### src/rtl/ysyx_24090003_pkg.sv
// Shared widths, the x0 index, the write-back record and a one-hot helper
// for the write-back unit and its scoreboard.
package ysyx_24090003_pkg;

  localparam int REG_W  = 5;
  localparam int DATA_W = 32;
  localparam logic [REG_W-1:0] X0_IDX = 5'd0;

  // One accepted result heading for the register file.
  typedef struct packed {
    logic [REG_W-1:0]  rd;
    logic [DATA_W-1:0] data;
  } wb_res_t;

  // One-hot mask selecting a single register index.
  function automatic logic [31:0] reg_onehot(input logic [REG_W-1:0] idx);
    return 32'd1 << idx;
  endfunction

endpackage

### src/rtl/ysyx_24090003_scoreboard.sv
// Register busy scoreboard: one set port (issue), one clear port
// (write-back), two operand read ports and a destination (WAW) read port.
// Bit 0 never becomes busy; indices at or above NREG are never busy.
module ysyx_24090003_scoreboard
  import ysyx_24090003_pkg::*;
#(
  parameter int NREG = 32
) (
  input  logic             cpu_clk,
  input  logic             cpu_rst,
  input  logic             set_en,
  input  logic [REG_W-1:0] set_idx,
  input  logic             clr_en,
  input  logic [REG_W-1:0] clr_idx,
  input  logic [REG_W-1:0] rs1_idx,
  output logic             rs1_busy,
  input  logic [REG_W-1:0] rs2_idx,
  output logic             rs2_busy,
  input  logic [REG_W-1:0] waw_idx,
  output logic             waw_busy,
  output logic [31:0]      busy_vec
);

  // Bits that may ever be busy: implemented registers other than x0.
  localparam logic [31:0] VALID_MASK = (NREG >= 32) ? 32'hFFFF_FFFE :
                                       (((32'd1 << NREG) - 32'd1) & 32'hFFFF_FFFE);

  logic [31:0] busy_r;
  logic [31:0] set_mask_s;
  logic [31:0] clr_mask_s;
  logic [31:0] busy_nxt_s;

  // Next scoreboard: clear applied first, then set, so a set wins a tie.
  always_comb begin
    set_mask_s = set_en ? reg_onehot(set_idx) : 32'd0;
    clr_mask_s = clr_en ? reg_onehot(clr_idx) : 32'd0;
    busy_nxt_s = ((busy_r & ~clr_mask_s) | set_mask_s) & VALID_MASK;
  end

  // Scoreboard register with synchronous reset.
  always_ff @(posedge cpu_clk) begin
    if (cpu_rst) begin
      busy_r <= 32'd0;
    end else begin
      busy_r <= busy_nxt_s;
    end
  end

  assign rs1_busy = busy_r[rs1_idx];
  assign rs2_busy = busy_r[rs2_idx];
  assign waw_busy = busy_r[waw_idx];
  assign busy_vec = busy_r;

endmodule

### src/rtl/ysyx_24090003_wbu.sv
// Write-back unit: hazard-gated issue, fixed-priority (LSU first) result
// arbitration and a one-cycle registered register-file write stage.
module ysyx_24090003_wbu
  import ysyx_24090003_pkg::*;
#(
  parameter int NREG = 32
) (
  input  logic              cpu_clk,
  input  logic              cpu_rst,
  input  logic              issue_valid,
  input  logic              issue_wen,
  input  logic [REG_W-1:0]  issue_rd,
  input  logic [REG_W-1:0]  issue_rs1,
  input  logic [REG_W-1:0]  issue_rs2,
  output logic              issue_ready,
  input  logic              alu_valid,
  output logic              alu_ready,
  input  logic [REG_W-1:0]  alu_rd,
  input  logic [DATA_W-1:0] alu_data,
  input  logic              lsu_valid,
  output logic              lsu_ready,
  input  logic [REG_W-1:0]  lsu_rd,
  input  logic [DATA_W-1:0] lsu_data,
  output logic              wb_wen,
  output logic [REG_W-1:0]  wb_rd,
  output logic [DATA_W-1:0] wb_data,
  output logic [31:0]       busy_vec,
  output logic              wb_err
);

  logic    rs1_busy_s;
  logic    rs2_busy_s;
  logic    waw_busy_s;
  logic    hazard_s;
  logic    issue_set_s;
  logic    res_valid_s;
  wb_res_t res_s;
  logic    res_write_s;
  logic    res_orphan_s;

  ysyx_24090003_scoreboard #(
    .NREG (NREG)
  ) u_scoreboard (
    .cpu_clk  (cpu_clk),
    .cpu_rst  (cpu_rst),
    .set_en   (issue_set_s),
    .set_idx  (issue_rd),
    .clr_en   (wb_wen),
    .clr_idx  (wb_rd),
    .rs1_idx  (issue_rs1),
    .rs1_busy (rs1_busy_s),
    .rs2_idx  (issue_rs2),
    .rs2_busy (rs2_busy_s),
    .waw_idx  (issue_rd),
    .waw_busy (waw_busy_s),
    .busy_vec (busy_vec)
  );

  // RAW on either source, WAW on the destination when it will be written.
  assign hazard_s    = rs1_busy_s | rs2_busy_s | (issue_wen & waw_busy_s);
  assign issue_ready = ~hazard_s;
  assign issue_set_s = issue_valid & issue_ready & issue_wen & (issue_rd != X0_IDX);

  assign lsu_ready = 1'b1;
  assign alu_ready = ~lsu_valid;

  // Result arbiter: the LSU always wins; the ALU waits while it is valid.
  always_comb begin
    res_valid_s = 1'b0;
    res_s.rd    = 5'd0;
    res_s.data  = 32'd0;
    if (lsu_valid) begin
      res_valid_s = 1'b1;
      res_s.rd    = lsu_rd;
      res_s.data  = lsu_data;
    end else if (alu_valid) begin
      res_valid_s = 1'b1;
      res_s.rd    = alu_rd;
      res_s.data  = alu_data;
    end else begin
      res_valid_s = 1'b0;
    end
  end

  // x0 results are swallowed; a result for a non-busy register is flagged.
  assign res_write_s  = res_valid_s & (res_s.rd != X0_IDX);
  assign res_orphan_s = res_write_s & ~busy_vec[res_s.rd];

  // Output stage: one-cycle write pulse; index/data held between writes.
  always_ff @(posedge cpu_clk) begin
    if (cpu_rst) begin
      wb_wen  <= 1'b0;
      wb_rd   <= 5'd0;
      wb_data <= 32'd0;
      wb_err  <= 1'b0;
    end else begin
      wb_wen <= res_write_s;
      if (res_write_s) begin
        wb_rd   <= res_s.rd;
        wb_data <= res_s.data;
      end
      if (res_orphan_s) begin
        wb_err <= 1'b1;
      end
    end
  end

endmodule

### config.mk
export PLATFORM = sky130hd
export DESIGN_NAME = ysyx_24090003_wbu
export DESIGN_NICKNAME = d
export VERILOG_FILES = /design/src/rtl/ysyx_24090003_pkg.sv /design/src/rtl/ysyx_24090003_scoreboard.sv /design/src/rtl/ysyx_24090003_wbu.sv
export SDC_FILE = /design/constraint.sdc
export NUM_CORES = 1
export LEC_CHECK = 0
export CAP_MARGIN = 20
export CORE_UTILIZATION = 47
export DETAILED_ROUTE_END_ITERATION = 10
export PLACE_DENSITY = 0.89
export RECOVER_POWER = 50
export SLEW_MARGIN = 10
export SYNTH_ARGS = -nofsm -noshare
export SYNTH_HDL_FRONTEND = slang
export SYNTH_SLANG_ARGS = --single-unit
### constraint.sdc
create_clock -name cpu_clk -period 4.95 [get_ports cpu_clk]
set_input_delay 1.2375 -clock cpu_clk [delete_from_list [all_inputs] [get_ports cpu_clk]]
set_output_delay 1.2375 -clock cpu_clk [all_outputs]
set_load 0.02 [all_outputs]
==> run metrics <==
Pwr Density roughly 250 mW/mm²; total setup violations reported at the end of the flow 0; maximum fanout count along the critical path 4; # DRC 0; setup repair after global routing missed its margin no; router iterations before antenna repair 5; hold buffer count at CTS 0; Distinct cells, synth 51; Max Freq 212 MHz; clock edge transition at the registers on the reported setup and hold paths 0.08 ns; Max transition margin 35.1%; CP endpoint issue_ready; Synth Area per Inst between 8 and 9 µm²; mapped cell area 0.00422 mm²; slowest cell on the critical path sky130_fd_sc_hd__clkdlybuf4s50_1; starting density of the core 48.4%; FP Rows 34; max-slew violation total from the final report 0; Worst Reg-to-Reg Cells 8; number of placed cells counting well taps 746; # clock sinks 70; routability cong. a little under 1; EDFF count, synth 0; type of the worst min-delay path reg2reg; maximum buffer depth of the clock tree 2; TritonCTS clock tree done; Mapped Nets roughly 600; share of the clock period used by the worst path after layout approximately 95%; Fin Setup TNS 0 ns; clk_lat worst skew 0.36 ns; DIE WIDTH 96.8 µm; total congestion overflow after global routing 0; number of register bits inferred by synthesis 70; critical path endpoint category output port; Synth top area share 33.2%; synth warn 0; crit path buf inv count 3; detailed router's first-iteration violation count 410; Setup crit start kind primary input; most used flip-flop cell after synthesis sky130_fd_sc_hd__dfxtp_1; stages on the worst setup path 8; worst-case setup margin in the final layout roughly 0.24 ns; peak ir drop on the vdd network 242 µV; Avg WL per Cell 21.3 µm; GRT Overall Usage 34.6%; number of hold violations in the final report 0; Design Power 1.53 mW; pin count of the biggest net entering global routing between 40 and 50; final worst path period need 4.71 ns; total of buffers placed on input and output ports approximately 170; via count 4971; type of the worst setup path in2out; endpoint required time on the critical path 3.71 ns; initial antenna violation count 0; DP Worst Slack -0.174 ns; number of nets in the finished design 745; final std cells w/o fill 763; I/O Pins 169; number of H-tree levels 3; CTS Root Buffer Type sky130_fd_sc_hd__clkbuf_8; synthesized netlist cell count 500; wire length of the first global-routing pass 25.6 mm; Critical R2R Capture u_scoreboard.busy_vec[25]; CTS buffer count 9; CP Cell Sequence clkdlybuf4s50_1 > buf_4 > mux4_2 > o21ai_0 > o211ai_1 > a311o_1 > nor2_4 > clkbuf_2; leakage power 2.45 nW; detailed-placement wirelength estimate 11.5 mm; critical path launch point issue_rs1[0]; post-route antenna net violation count 0; max cap viols 0; layout cell share with drive strength beyond 1 around a tenth; status complete, no violations; area enclosed by the die boundary 0.00937 mm²; arrival time reported for the critical path endpoint 3.47 ns; RR Startpoint u_scoreboard.busy_vec[27]; height of the die 96.8 µm; Async S/R FF share, synth 0%; post-synth top area cell sky130_fd_sc_hd__dfxtp_1; share of synthesized area occupied by flip-flops and latches 33.2%; final worst clock skew 0.0128 ns; number of filler instances in the final layout 661; Post CTS Setup Buffer Count 0; CORE AREA 0.00872 mm²; post-detailed-routing wire length 16.2 mm; synthesis-to-layout area growth 47.5%; Vias per Instance 6.52; worst stage delay on the critical path about 0.58 ns; transition at the pin with the smallest max-transition slack 0.972 ns; Largest delay share family, worst path buffers and inverters; reg-to-reg setup timing slack between 2 and 2.5 ns; count of cells resized by post-cts repair 1; diode count 0; dominant cells by area after synthesis sky130_fd_sc_hd__dfxtp_1 (33%), sky130_fd_sc_hd__mux4_2 (8.0%), sky130_fd_sc_hd__a221oi_1 (6.8%); vias in the first global route 4858
[worst min-delay path by stage]
stage	from	end	slack, ns	cells after the start
floorplan	wb_data[13]	wb_data[13]	0.57	2
global placement	wb_err	wb_err	0.48	1
detailed placement	wb_err	wb_err	0.48	1
CTS	wb_data[24]	wb_data[24]	0.50	2
global route	wb_data[25]	wb_data[25]	0.52	2
finish	wb_data[24]	wb_data[24]	0.49	2
[logic make-up (layout without fill, tap and decap cells)]
family | after synthesis | count (layout) | synth area share, %
and+or+nand+nor | 207 | 207 | 24.3
AOI/OAI and AO/OA | 121 | 121 | 21.1
DFF | 70 | 70 | 33.2
buffers and inverters | 53 | 208 | 5.45
muxes | 47 | 47 | 15.8
other | 2 | 2 | 0.178
[per-layer routing]
metal	GRT usage (%)	vias up	wire [µm]
li1	-	2211	-
met1	42.2	2371	6150
met2	55.0	332	7690
met3	9.68	57	1800
met4	18.7	0	608
met5	0	-	0
[placed cells by master, fill, tap and decap left out, types with 6 or more instances in the layout]
master / netlist / final
sky130_fd_sc_hd__clkdlybuf4s50_1: 0 / 94
sky130_fd_sc_hd__dlygate4sd3_1: 0 / 70
sky130_fd_sc_hd__dfxtp_1: 70 / 70
sky130_fd_sc_hd__nor2_1: 54 / 54
sky130_fd_sc_hd__nor3_1: 40 / 40
sky130_fd_sc_hd__nand2_1: 38 / 38
sky130_fd_sc_hd__a221oi_1: 33 / 33
sky130_fd_sc_hd__nand3_1: 28 / 28
sky130_fd_sc_hd__mux2i_1: 25 / 25
sky130_fd_sc_hd__buf_4: 2 / 18
sky130_fd_sc_hd__o21ai_0: 17 / 17
sky130_fd_sc_hd__mux4_2: 15 / 15
sky130_fd_sc_hd__o21ai_1: 13 / 13
sky130_fd_sc_hd__o211ai_1: 11 / 11
sky130_fd_sc_hd__clkbuf_8: 0 / 11
sky130_fd_sc_hd__o311ai_0: 9 / 9
sky130_fd_sc_hd__nand3b_1: 9 / 9
sky130_fd_sc_hd__a21oi_1: 8 / 8
sky130_fd_sc_hd__mux2_2: 7 / 7
sky130_fd_sc_hd__nand2b_1: 6 / 6
sky130_fd_sc_hd__inv_1: 6 / 6
[cell usage after synthesis (7+ instances only)]
cell type and number:
sky130_fd_sc_hd__a21oi_1 8, sky130_fd_sc_hd__clkbuf_1 36, sky130_fd_sc_hd__o21ai_0 17, sky130_fd_sc_hd__nand2_1 38, sky130_fd_sc_hd__a221oi_1 33, sky130_fd_sc_hd__o21ai_1 13
sky130_fd_sc_hd__nor2_1 54, sky130_fd_sc_hd__mux4_2 15, sky130_fd_sc_hd__dfxtp_1 70, sky130_fd_sc_hd__o211ai_1 11, sky130_fd_sc_hd__nor3_1 40, sky130_fd_sc_hd__mux2i_1 25
sky130_fd_sc_hd__buf_2 7, sky130_fd_sc_hd__mux2_2 7, sky130_fd_sc_hd__o311ai_0 9, sky130_fd_sc_hd__nand3_1 28, sky130_fd_sc_hd__nand3b_1 9
[where the power goes]
group / internal (mW) / switching (mW) / total [mW]
sequential: 0.592 / 0.0233 / 0.615
clock: 0.311 / 0.236 / 0.547
combinational: 0.178 / 0.191 / 0.369
total: 1.08 / 0.450 / 1.53
[worst reg2reg max path, delay by kind of cell, from the launching register on]
family                 cells  cell delay (ns)
multiplexers               1             0.49
AND/OR/NAND/NOR            2             0.35
buffers and inverters      1             0.22
flip-flops                 1             0.44
AO/OA/AOI/OAI              4             1.02
[cell type report]
cell class | count | area [µm²] | area share [%]
timing repair buffer | 186 | 1830 | 29.4
inverter | 6 | 22.5 | 0.361
clock inverter | 5 | 81.3 | 1.30
tap | 108 | 135 | 2.17
clock buffer | 11 | 151 | 2.43
multi-input combinational | 377 | 2610 | 41.8
sequential | 70 | 1400 | 22.5
[sequential cells by signal, summed over array words and instances, names as in the netlist]
name	count
wb_data	32
u_scoreboard.busy_vec	31
wb_rd	5
wb_err	1
wb_wen	1
[stage by stage]
stage	util (%)	instance area, µm²	hold slack [ns]
3_5_place_dp	68.5	5970	0.479
2_1_floorplan	-	4220	0.568
4_1_cts	71.1	6200	0.499
5_1_grt	71.5	6230	0.516
6_report	71.5	6230	0.495
3_3_place_gp	68.5	5970	0.483
(Power assumes the default switching activity.)
